File: src/rtl/sega_pad_responder.sv
// sega_pad_responder: pad-side end of the Sega joystick protocol.
// Watches SELECT from the console and drives D0..D5 the way a 3- or
// 6-button pad does, walking the 8-phase 6-button sequence on SELECT edges
// and restarting at phase 0/1 after TIMEOUT_CYCLES without an edge.
//
// Ports:
//   clk          system clock
//   reset        asynchronous, active-high
//   sel_i        SELECT from the connector (asynchronous to clk)
//   btn_i[11:0]  pressed = 1: Up, Down, Left, Right, A, B, C, Start, X, Y, Z, Mode
//   d_o[5:0]     pad data lines, active-low, registered
//   frame_done_o one-cycle pulse after the phase wraps 7 -> 0 on an edge
module sega_pad_responder #(
    parameter int unsigned TIMEOUT_CYCLES = 21000,
    parameter bit          SIX_BUTTON     = 1'b1
) (
    input  logic        clk,
    input  logic        reset,
    input  logic        sel_i,
    input  logic [11:0] btn_i,
    output logic [5:0]  d_o,
    output logic        frame_done_o
);

    localparam int unsigned CNT_W = $clog2(TIMEOUT_CYCLES + 1);
    localparam int unsigned PH_W  = 3;

    logic             sel_meta;
    logic             sel_sync;
    logic             sel_prev;
    logic [PH_W-1:0]  phase;
    logic [PH_W-1:0]  phase_nxt;
    logic [PH_W-1:0]  out_phase;
    logic [CNT_W-1:0] cnt;
    logic [CNT_W-1:0] cnt_nxt;
    logic [5:0]       d_nxt;
    logic             frame_done_nxt;
    logic             sel_edge_c;

    logic up, down, left, right, btn_a, btn_b, btn_c, start, btn_x, btn_y, btn_z, mode;

    assign {mode, btn_z, btn_y, btn_x, start, btn_c, btn_b, btn_a,
            right, left, down, up} = btn_i;

    assign sel_edge_c = sel_sync ^ sel_prev;

    // SELECT synchronizer; idles high so a low SELECT after reset is seen as a fall
    always_ff @(posedge clk or posedge reset) begin
        if (reset) begin
            sel_meta <= 1'b1;
            sel_sync <= 1'b1;
            sel_prev <= 1'b1;
        end else begin
            sel_meta <= sel_i;
            sel_sync <= sel_meta;
            sel_prev <= sel_sync;
        end
    end

    // Phase / timeout state register and registered outputs
    always_ff @(posedge clk or posedge reset) begin
        if (reset) begin
            phase        <= '0;
            cnt          <= '0;
            d_o          <= 6'h3F;
            frame_done_o <= 1'b0;
        end else begin
            phase        <= phase_nxt;
            cnt          <= cnt_nxt;
            d_o          <= d_nxt;
            frame_done_o <= frame_done_nxt;
        end
    end

    // Next phase: an edge always advances (and beats a coincident timeout);
    // the timeout re-aligns phase to the SELECT level while saturated.
    always_comb begin
        phase_nxt      = phase;
        cnt_nxt        = cnt;
        frame_done_nxt = 1'b0;
        if (sel_edge_c) begin
            phase_nxt      = phase + PH_W'(1);
            cnt_nxt        = '0;
            frame_done_nxt = SIX_BUTTON && (phase == PH_W'(7));
        end else if (cnt == CNT_W'(TIMEOUT_CYCLES)) begin
            phase_nxt = sel_sync ? PH_W'(0) : PH_W'(1);
        end else begin
            cnt_nxt = cnt + CNT_W'(1);
        end
    end

    // Data-line mapping; a 3-button pad only looks at the SELECT level
    always_comb begin
        out_phase = SIX_BUTTON ? phase : {2'b00, phase[0]};
        case (out_phase)
            3'd1, 3'd3: d_nxt = {~start, ~btn_a, 2'b00, ~down, ~up};
            3'd5:       d_nxt = {~start, ~btn_a, 4'b0000};
            3'd6:       d_nxt = {~btn_c, ~btn_b, ~mode, ~btn_x, ~btn_y, ~btn_z};
            3'd7:       d_nxt = {~start, ~btn_a, 4'b1111};
            default:    d_nxt = {~btn_c, ~btn_b, ~right, ~left, ~down, ~up};
        endcase
    end

endmodule

File: config.mk
export PLATFORM = sky130hd
export DESIGN_NAME = sega_pad_responder
export DESIGN_NICKNAME = d
export VERILOG_FILES = /design/src/rtl/sega_pad_responder.sv
export SDC_FILE = /design/constraint.sdc
export NUM_CORES = 1
export LEC_CHECK = 0
export ABC_AREA = 0
export CORE_MARGIN = 5
export CORE_UTILIZATION = 50
export CTS_BUF_LIST = sky130_fd_sc_hd__clkbuf_8 sky130_fd_sc_hd__clkbuf_16
export CTS_CLUSTER_DIAMETER = 120
export CTS_CLUSTER_SIZE = 8
export DETAILED_ROUTE_END_ITERATION = 6
export GPL_TIMING_DRIVEN = 1
export PLACE_DENSITY = 0.8
export SYNTH_ARGS = -nofsm -noshare
export SYNTH_HDL_FRONTEND = slang
export SYNTH_SLANG_ARGS = --single-unit
File: constraint.sdc
create_clock -name clk -period 2 [get_ports clk]
set_input_delay 0.4 -clock clk [delete_from_list [all_inputs] [get_ports clk]]
set_output_delay 0.4 -clock clk [all_outputs]
set_load 0.01 [all_outputs]
### After elaboration in Yosys (flattened, before gate mapping)

Index checks and enable logic that the tools add are counted.
Widths: inputs -> output; s select.

* output and inout port bits: 7
* input port bits: 15
* word-level logic and storage cells: 38
* flip-flop bits (word level): 28

* reduce and logical (&&, ||, !) cells: 2
* muxes and demuxes: 7
* $add $sub $neg: 2
* bitwise operators: 13
* equality and inequality tests: 7

Operators by type and width (number)
* $mux 15: 2
* $pmux 6 s4: 1
* $add 15x1->15 const B: 1
* $eq 15x15->1 const B: 1
* $not 1->1: 12
* $eq 3x3->1 const B: 3
* $mux 3: 2
* $add 3x1->3 const B: 1
* $eq 3x1->1 const B: 1
* $eq 3x2->1 const B: 1
* $mux 1: 2
* $ne 2x2->1 const B: 1
* $reduce_bool 2->1: 1
* $reduce_or 2->1: 1
* $xor 1x1->1: 1

### Longest topological paths before layout

* depth after elaboration: 3
* depth in mapped cells: 6
* gate-level depth less buffers: 6

### Least setup slack after synthesis

OpenSTA, ideal clock, no wires.

* kind: register to register
* from: reg phase[0], in the netlist out_phase[0]
* to: reg d_o[4]
* required time: 1.923 ns
* library setup time: 0.077 ns
* period minus slack after synthesis: 1.515 ns
* path buffers: 0
* arrival time: 1.437 ns
* slack: 0.485 ns
* cell stages (with the launch flop): 6
* cell sequence: dfrtp_1 > ha_1 > ha_1 > nor3_1 > a21oi_1 > o22ai_1

* word-level cells in the longest chain between the ends: 3
* elaborated cells between the ends (all ways): 7
* classes of those cells: 5 x eq/ne; 1 x mux; 1 x reduce/logical

Ends and longest elaborated chain
* start, declared: line 31 `logic [PH_W-1:0] phase;`
* start signal, assigned: line 68 `phase <= phase_nxt;`
* $eq 3x1->1 or $eq 3x2->1 (tied branches): line 95 `case (out_phase)`
* $reduce_or 2->1: line 95
* $pmux 6 s4 (*): line 95
* named net d_nxt[4]: line 36 `logic [5:0] d_nxt;`
* end signal, assigned: line 70 `d_o <= d_nxt;`
* end, declared: line 21 `output logic [5:0] d_o,`

Mark *: on every way through the listed nets, which the timed path passes. The rest lies on a longest branch.
A chain may end at the register's enable or synchronous reset.

### Final worst setup path

* from: reg d_o[3]
* to: out d_o[3]

No word-level cell between the ends.

==> results.txt <==
- Clock-pin slew was measured on the worst setup and hold paths at 0.09 ns.
- Die Y-Extent: 63.4 um
- IR analysis of the VDD net gives a maximum drop of 724 uV.
- Buf/Inv on CP: 1
* Initial core utilization: 52.2%
* Gpl congestion: 0.817
- Number of max-capacitance violations reported: 0
* Slew Limit Headroom: 76.9%
* Number of sinks handled by clock tree synthesis: 28
* Most used DFF post-synth: dfrtp_1
- Cells after Synth: 135
* Kind of end point of the critical path: primary output
* Highest clock frequency the design can meet: 577 MHz
- Mean cell area of the mapped netlist: 10.6 sq um
* Number of synthesized flops with an enable pin: 0
- Die outline area: 0.00402 sq mm
- The number of antenna diodes in the final layout is 0.
* Number of warnings issued by yosys: 0
- Post-layout utilization of the core: 64.2%
- DRC violation count after routing: 0
* Buffers added on ports: 21
* Count of pins on the block boundary: 22
- The critical path goes through clkdlybuf4s50_1.
- CTS H-Tree Depth: 1
- Hold Violations, Final: 0
- Number of buffers added by the clock tree synthesis step: 3
- Dividing total power by cell area gives a power density of 973 mW/mm^2.
- In this run, post-CTS hold repair placed 0 buffers.
- Measured slew at the worst slew-check pin: 0.347 ns
- WS Path Type: register to primary output
- The run finished with clean final reports.
- Number of placement rows: 19
- In this run, synthesis produced a sequential element count of 28.
- FF-to-FF setup slack: 0.44 ns
- Counting along the longest clock path gives a buffer depth of 2.
- Number of design-rule violations left by the first detailed-router iteration: 30
* Total Wirelength: 2680 um
- Worst-path maximum fanout: 1
- Cell with the largest stage delay on the worst path: dfstp_2
* Largest net degree at the start of global routing: 29
- Drt first pass iters: 4
* Via density per instance: 5.51
- Compared with the post-synthesis result, the final layout area differs by 23.1%.
* Via count of the first global-routing pass: 1035
- Initial antenna violation count: 0
- After synthesis, the netlist uses 35 different library cells.
- Clock latency on the worst-skew pair: 0.27 ns
- The worst path uses 86.6% of the clock period.
- Number of nets at the end of the flow: 184
- The final route contains 1057 vias.
* Required time at the worst-slack endpoint: 1.60 ns
- The first global-routing pass estimated 4740 um of wire.
* Seq/Total Area, Yosys: 49.9%
* Number of nets with antenna violations after detailed routing: 0
* Critical Path Max Stage Delay: 0.53 ns
- STA puts the critical path data arrival time at 1.33 ns.
* DPL Wire Length: 1890 um
- Post-CTS sizing: 0
- STA classifies the critical path startpoint as a register.
* Total negative slack: 0 ns
- Global routing consumed, over all layers together, 14.5% of the routing resources.
* Cell leakage power: 0.794 nW
- Post-CTS setup buffers: 0
- Share of async-settable or async-resettable flops after synthesis: 100%
* Post-route minimum period: 1.73 ns
* Core Footprint: 0.00273 sq mm
- Clock tree synthesis selected as its root buffer the cell clkbuf_8.
- Post-Synthesis Cell Area: 0.00143 sq mm
- The worst hold path belongs to the class register to register.
- TritonCTS built the clock tree.
- Remaining global-route overflow: 0
- Cell type group with the largest total delay on the critical path: flip-flops
* Worst Skew: 0.00151 ns
* Die extent in x: 63.4 um
- Setup violators final: 0
- Counting every net in the synthesized netlist gives 157.
* Unrepaired setup endpoints after global routing: no
* Share of cells above drive strength 1: 16.1%
- Final routed wire length divided by cell count: 14.0 um
* Number of max-slew violations in the final report: 0
-- power breakdown --
group / switching (W) / internal (W) / leakage [nW] / total [W]
clock network: 0.000176 / 0.000218 / 0.0339 / 0.000394
logic: 0.000246 / 0.000279 / 0.411 / 0.000524
registers: 0.0000774 / 0.000712 / 0.349 / 0.000789
-- synth_stat cells, types with 2 or more instances --
library cell,instances,area (sq um)
o22ai_1,2,12.5
dfrtp_1,19,475
nand2_1,5,18.8
xor2_1,4,35.0
a21oi_1,11,55.1
nor2_2,2,12.5
nand4_4,2,42.5
nor2_1,20,75.1
nand4_1,2,12.5
ha_1,7,87.6
nand3_1,5,25.0
a211o_1,2,17.5
o21ai_0,4,20.0
xnor2_1,8,70.1
nor3_1,5,25.0
dfstp_2,9,236
inv_1,10,37.5
-- flip-flops by register name (all words and copies together) (netlist names) --
name          count
d_o               6
cnt              15
sel_prev          1
frame_done_o      1
out_phase         3
sel_meta          1
sel_sync          1
-- area by class of cell --
cell class,count,area [sq um]
Clock buffer,4,66.3
Fill cell,217,978
Inverter,10,37.5
Multi-Input combinational cell,95,668
Sequential cell,28,712
Tap cell,31,38.8
Timing Repair Buffer,24,233
-- layout by cell type (no fill, tap or decap), drive strengths merged --
cell            n
nor2           22
clkdlybuf4s50  21
dfrtp          19
a21oi          11
inv            10
dfstp           9
xnor2           8
ha              7
nand3           5
nor3            5
nand2           5
nand4           5
xor2            4
o21ai           4
clkbuf          4
buf             3
nor4            3
o22ai           2
a211o           2
a31o            1
and4b           1
and4bb          1
nor3b           1
a221oi          1
o311ai          1
nand2b          1
and2            1
mux2i           1
nand3b          1
and3            1
or3             1
-- kinds of logic after synthesis --
family	count (synthesis)	synth area share (%)
buf+inv	12	3.25
simple gates	53	22.9
compound gates	22	9.74
mux	1	0.702
flops	28	49.9
xor+xnor	12	7.37
fa+ha+maj	7	6.14
-- per-layer routing --
| metal | GRT usage (%) | share of wire, % | wire [um] | vias up |
|---|---|---|---|---|
| li1 | - | - | - | 519 |
| met1 | 19.4 | 45 | 1210 | 515 |
| met2 | 23.0 | 50 | 1330 | 19 |
| met3 | 2.66 | 3.5 | 95 | 4 |
| met4 | 5.97 | 1.3 | 34 | 0 |
| met5 | 0 | 0 | 0 | - |
-- through the flow --
stage / setup slack, ns / std cells / total power, W / area [sq um] / hold slack [ns]
5_1_grt: 0.231 / 192 / 0.00183 / 1760 / 0.365
4_1_cts: 0.252 / 192 / 0.00173 / 1760 / 0.361
6_report: 0.268 / 192 / 0.00171 / 1760 / 0.360
3_3_place_gp: 0.512 / 188 / 0.00130 / 1690 / 0.348
2_1_floorplan: 0.485 / 135 / 0.00107 / 1430 / 0.345
3_5_place_dp: 0.471 / 188 / 0.00132 / 1690 / 0.351
-- worst paths after layout --
check,start,to,depth (start not counted)
setup / recovery,d_o[3],d_o[3],1
hold / removal,sel_meta,sel_sync,0
setup reg to reg,out_phase[0],d_o[2],5
hold reg to reg,sel_meta,sel_sync,0
max in group asynchronous,reset,sel_prev,3
min in group asynchronous,reset,frame_done_o,3
Note: power is estimated with default switching activity, not from simulation.
